### config.mk
export PLATFORM = sky130hd
export DESIGN_NAME = cpu6_trap_ctrl
export DESIGN_NICKNAME = d
export VERILOG_FILES = /design/src/rtl/cpu6_trap_ctrl_pkg.sv /design/src/rtl/cpu6_trap_prio.sv /design/src/rtl/cpu6_trap_ctrl.sv
export SDC_FILE = /design/constraint.sdc
export NUM_CORES = 1
export LEC_CHECK = 0
export CORE_UTILIZATION = 39
export DETAILED_ROUTE_END_ITERATION = 8
export PLACE_DENSITY = 0.77
export SYNTH_ARGS = -nofsm -noshare
export SYNTH_HDL_FRONTEND = slang
export SYNTH_HIERARCHICAL = 1
export SYNTH_SLANG_ARGS = --single-unit
### constraint.sdc
create_clock -name clk -period 2.5 [get_ports clk]
set_input_delay 0.5 -clock clk [delete_from_list [all_inputs] [get_ports clk]]
set_output_delay 0.5 -clock clk [all_outputs]
set_load 0.005 [all_outputs]
### src/rtl/cpu6_trap_ctrl_pkg.sv
// Shared cpu6 definitions used by the trap sequencer: datapath width,
// interrupt cause code and the trap FSM / event-kind encodings.
package cpu6_trap_ctrl_pkg;

  localparam int CPU6_XLEN      = 32;
  localparam int CPU6_IRQ_CAUSE = 11;

  typedef enum logic [1:0] {
    ST_IDLE     = 2'd0,
    ST_DRAIN    = 2'd1,
    ST_COMMIT   = 2'd2,
    ST_REDIRECT = 2'd3
  } trap_state_e;

  typedef enum logic {
    KIND_TRAP = 1'b0,
    KIND_MRET = 1'b1
  } trap_kind_e;

endpackage

### src/rtl/cpu6_trap_prio.sv
// Combinational event selector: picks exception > mret > enabled interrupt
// and forms the mepc/mcause candidates for the chosen event.
module cpu6_trap_prio
  import cpu6_trap_ctrl_pkg::*;
#(
  parameter int XLEN      = CPU6_XLEN,
  parameter int IRQ_CAUSE = CPU6_IRQ_CAUSE
) (
  input  logic            enable,
  input  logic            ex_excp_valid,
  input  logic [XLEN-1:0] ex_excp_pc,
  input  logic [3:0]      ex_excp_cause,
  input  logic            ex_mret,
  input  logic            ext_irq,
  input  logic [XLEN-1:0] irq_pc,
  input  logic            mie_en,
  output logic            accept,
  output logic            is_mret,
  output logic [XLEN-1:0] pc,
  output logic [XLEN-1:0] cause
);

  // NOTE: every output gets a default before the if-chain; a path that
  // leaves one unassigned would infer a latch.
  always_comb begin
    accept  = 1'b0;
    is_mret = 1'b0;
    pc      = '0;
    cause   = '0;
    if (enable) begin
      if (ex_excp_valid) begin
        accept = 1'b1;
        pc     = ex_excp_pc;
        cause  = XLEN'(ex_excp_cause);
      end else if (ex_mret) begin
        accept  = 1'b1;
        is_mret = 1'b1;
      end else if (ext_irq && mie_en) begin
        accept = 1'b1;
        pc     = irq_pc;
        cause  = {1'b1, (XLEN-1)'(IRQ_CAUSE)};
      end
    end
  end

endmodule

### src/rtl/cpu6_trap_ctrl.sv
// Trap sequencer: flushes and drains the pipeline, commits mepc/mcause,
// then hands fetch a redirect (mtvec for traps, mepc for mret).
module cpu6_trap_ctrl
  import cpu6_trap_ctrl_pkg::*;
#(
  parameter int XLEN      = CPU6_XLEN,
  parameter int IRQ_CAUSE = CPU6_IRQ_CAUSE
) (
  input  logic            clk,
  input  logic            reset,
  input  logic            ex_excp_valid,
  input  logic [XLEN-1:0] ex_excp_pc,
  input  logic [3:0]      ex_excp_cause,
  input  logic            ex_mret,
  input  logic            ext_irq,
  input  logic [XLEN-1:0] irq_pc,
  input  logic            mie_en,
  input  logic [XLEN-1:0] mtvec,
  input  logic [XLEN-1:0] mepc_rd,
  input  logic            pipe_idle,
  input  logic            csr_wr_en_in,
  output logic            csr_wr_en_out,
  output logic [XLEN-1:0] excp_mepc,
  output logic            excp_mepc_ena,
  output logic [XLEN-1:0] excp_mcause,
  output logic            excp_mcause_ena,
  output logic            flush,
  output logic            redirect_valid,
  output logic [XLEN-1:0] redirect_pc,
  input  logic            fetch_ready,
  output logic            busy
);

  localparam logic [XLEN-1:0] HALF_ALIGN = ~XLEN'(1);
  localparam logic [XLEN-1:0] WORD_ALIGN = ~XLEN'(3);

  trap_state_e     state_q, state_d;
  trap_kind_e      kind_q;
  logic [XLEN-1:0] pc_q, cause_q, target_q, target_d;
  logic            target_load;
  logic            in_idle;
  logic            accept, sel_mret;
  logic [XLEN-1:0] sel_pc, sel_cause;

  assign in_idle = (state_q == ST_IDLE);

  // Holding reset also masks acceptance so nothing flushes while in reset.
  cpu6_trap_prio #(
    .XLEN      (XLEN),
    .IRQ_CAUSE (IRQ_CAUSE)
  ) u_prio (
    .enable        (in_idle & reset),
    .ex_excp_valid (ex_excp_valid),
    .ex_excp_pc    (ex_excp_pc),
    .ex_excp_cause (ex_excp_cause),
    .ex_mret       (ex_mret),
    .ext_irq       (ext_irq),
    .irq_pc        (irq_pc),
    .mie_en        (mie_en),
    .accept        (accept),
    .is_mret       (sel_mret),
    .pc            (sel_pc),
    .cause         (sel_cause)
  );

  // NOTE: all sequential state uses non-blocking assignments so every
  // register samples pre-edge values regardless of statement order.
  // NOTE: only control/data registers here; all of them are reset so no
  // stale pc/cause can leak into a CSR write after an aborted sequence.
  always_ff @(posedge clk or negedge reset) begin
    if (!reset) begin
      state_q  <= ST_IDLE;
      kind_q   <= KIND_TRAP;
      pc_q     <= '0;
      cause_q  <= '0;
      target_q <= '0;
    end else begin
      state_q <= state_d;
      if (accept) begin
        kind_q  <= sel_mret ? KIND_MRET : KIND_TRAP;
        pc_q    <= sel_pc;
        cause_q <= sel_cause;
      end
      if (target_load) begin
        target_q <= target_d;
      end
    end
  end

  always_comb begin
    state_d         = state_q;
    target_load     = 1'b0;
    target_d        = '0;
    excp_mepc       = '0;
    excp_mepc_ena   = 1'b0;
    excp_mcause     = '0;
    excp_mcause_ena = 1'b0;
    redirect_valid  = 1'b0;
    redirect_pc     = '0;
    unique case (state_q)
      ST_IDLE: begin
        if (accept) state_d = ST_DRAIN;
      end
      ST_DRAIN: begin
        if (pipe_idle) begin
          if (kind_q == KIND_MRET) begin
            target_load = 1'b1;
            target_d    = mepc_rd & HALF_ALIGN;
            state_d     = ST_REDIRECT;
          end else begin
            state_d = ST_COMMIT;
          end
        end
      end
      ST_COMMIT: begin
        excp_mepc       = pc_q & HALF_ALIGN;
        excp_mepc_ena   = 1'b1;
        excp_mcause     = cause_q;
        excp_mcause_ena = 1'b1;
        // Direct mode only: the vectored-mode bits of mtvec are dropped.
        target_load     = 1'b1;
        target_d        = mtvec & WORD_ALIGN;
        state_d         = ST_REDIRECT;
      end
      ST_REDIRECT: begin
        redirect_valid = 1'b1;
        redirect_pc    = target_q;
        if (fetch_ready) state_d = ST_IDLE;
      end
      default: state_d = ST_IDLE;
    endcase
  end

  assign flush         = accept | (state_q == ST_DRAIN);
  assign busy          = ~in_idle;
  assign csr_wr_en_out = csr_wr_en_in & in_idle & ~accept;

endmodule

==> results.json <==
{
  "ios": 243,
  "clock_skew_ps": 3.770,
  "r2r-start": "state_q[1]",
  "start_util": 0.4051,
  "rows": 42,
  "final-hold-violation-count": 0,
  "fp.dieH_um": 120.2,
  "grt_max_degree": 65,
  "fin_util": 0.6252,
  "ant_nets": 0,
  "clkTransAtPathRegs_ps": 60,
  "antenna_found_initial": 0,
  "intPower_mw": 4.792,
  "die_w_um": 120.2,
  "switching_share": 0.2991,
  "p_seq_frac": 0.341,
  "crit_chain": "inv_2, buf_6, ha_4, buf_12, and2_1, clkdlybuf4s50_1",
  "finalCriticalPeriod_ps": 2446,
  "power.density_mw_per_mm2": 812.8,
  "cts.path.max_buffers": 2,
  "max_cap_viol_count": 0,
  "n_antenna_cell": 0,
  "htreeDepth": 3,
  "criticalPathCategory": "register to output pin",
  "status": "finished, final reports clean",
  "leakage_nw": 4.744,
  "cpPeakStageDelay_ps": 500,
  "dp_hpwl_um": 10410,
  "period_share": 0.9786,
  "worst_pin_slew_ps": 864.4,
  "crit_path_start_kind": "register",
  "ys_warn_count": 6,
  "drive_above_1_share": 0.2511,
  "hold-worst-slack_ps": 245.8,
  "areaGrowthSynthToFinish_pct": 54.32,
  "gp_congestion": 0.7429,
  "drcViolationCount": 0,
  "netlist_instances": 456,
  "critical_path.max_fanout": 26,
  "ff2ff_setup_slack_ps": 220,
  "drtPass1Iterations": 6,
  "cts_sinks": 97,
  "timing.slew.headroom": 0.4237,
  "comb_power_share": 0.451,
  "final_max_slew_viol_count": 0,
  "synth_area_mm2": 0.005450,
  "postSynthAreaPerCell_um2": 11.95,
  "setup_violations": 0,
  "drt_iter0_drc": 119,
  "hold_class": "input port to async pin",
  "coreArea_mm2": 0.01345,
  "vias": 4213,
  "p_switching_mw": 2.044,
  "wire_per_inst_um": 17.06,
  "p_clk_frac": 0.208,
  "regToRegEndpoint": "cause_q[25]",
  "cts_buffers": 9,
  "endpoint_kind": "output pin",
  "critical_path_required_ps": 2000,
  "routed_wl_um": 14760,
  "tritoncts": "done",
  "grt_util_all_layers": 0.2055,
  "reg2reg_depth": 6,
  "ir_worst_vdd_v": 0.0004862,
  "viasPerCell": 4.871,
  "rsz0062_at_grt": "yes",
  "die-area_mm2": 0.01445,
  "cts-root-buf": "clkbuf_16",
  "dp_slack_ps": -397.9,
  "clock_latency_ps": 340,
  "slowest_stage": "clkdlybuf4s50_1",
  "grt_overflow": 0,
  "arrival_ps": 1950,
  "timing.fmax_mhz": 408.8,
  "grt_pass1_wl_um": 23150,
  "grt_pass1_vias": 4500,
  "port_buffers": 235,
  "nets": 832,
  "timing.final.ws_setup_ps": 53.58
}
[metrics by stage]
stage / std cells / cell area (um^2) / TNS [ps] / power (mW)
3_3_place_gp: 844 / 7860 / -7021 / 5.202
2_1_floorplan: 483 / 5553 / 0 / 4.001
5_1_grt: 865 / 8411 / -56.17 / 7.295
3_5_place_dp: 844 / 7860 / -9438 / 5.318
6_report: 865 / 8411 / 0 / 6.836
4_1_cts: 863 / 8224 / 0 / 6.869
[how the worst max path moves through the flow]
stage,startpoint,endpoint,slack (ps),cells past startpoint
2_1_floorplan,state_q[0],flush,30,9
3_3_place_gp,ext_irq,csr_wr_en_out,-390,7
3_5_place_dp,ext_irq,csr_wr_en_out,-400,7
4_1_cts,mie_en,flush,0.6,6
5_1_grt,state_q[0],excp_mepc[16],-40,6
6_report,state_q[0],excp_mepc[16],50,6
[routing by layer]
metal / wire [um] / vias to the layer above / track usage / share of wire
li1: - / 2017 / - / -
met1: 6047 / 2055 / 0.2346 / 0.41
met2: 7675 / 123 / 0.3775 / 0.52
met3: 752 / 18 / 0.03868 / 0.051
met4: 282 / 0 / 0.07870 / 0.019
met5: 0 / - / 0 / 0
[state kept, by name (all words and copies together) (netlist names)]
signal and count:
kind_q 1, state_q 2, pc_q 31, cause_q 32, target_q 31
[power groups by stage]
stage          clock network (mW)  logic (mW)  registers (mW)
2_1_floorplan                   0        1.72            2.29
3_3_place_gp                    0        2.88            2.32
3_5_place_dp                    0        2.96            2.36
4_1_cts                      1.46        3.08            2.33
5_1_grt                      1.53        3.35            2.41
6_report                     1.42        3.08            2.33
[cells in the final DEF (no fill, tap or decap), types with 3 or more instances in the layout]
master           instances
a22o_1                  29
a32o_1                   6
a32o_2                  26
and2_1                  98
and2_4                   4
buf_12                   3
buf_4                   17
buf_6                    3
clkbuf_16               10
clkbuf_8                 3
clkdlybuf4s50_1        168
conb_1                  29
dfrtp_1                 97
dlygate4sd2_1           12
dlymetal6s2s_1          54
ha_1                     4
mux2_2                  93
o21a_1                   3
[cell type report]
type,count,area [um^2]
Tap cell,176,220.2
Clock inverter,2,35.03
Fill cell,1061,5042
Inverter,4,15.01
Clock buffer,14,274.0
Multi-Input combinational cell,314,2730
Timing Repair Buffer,258,2709
Sequential cell,97,2427
[worst max-delay path: cells and delay by family, from the launching register on]
kind          cells  cell delay [ps]
fa+ha+maj         1              190
flops             1              400
simple gates      1              150
buf+inv           4              860
[what timing repair did]
action,4_1_cts,5_1_grt
hold buffers,0,0
pin swaps,1,0
endpoints found under the setup margin,97,56
buffers inserted,3,1
gates resized for setup,23,61
gates cloned,0,1
Note: power is estimated with default switching activity, not from simulation.
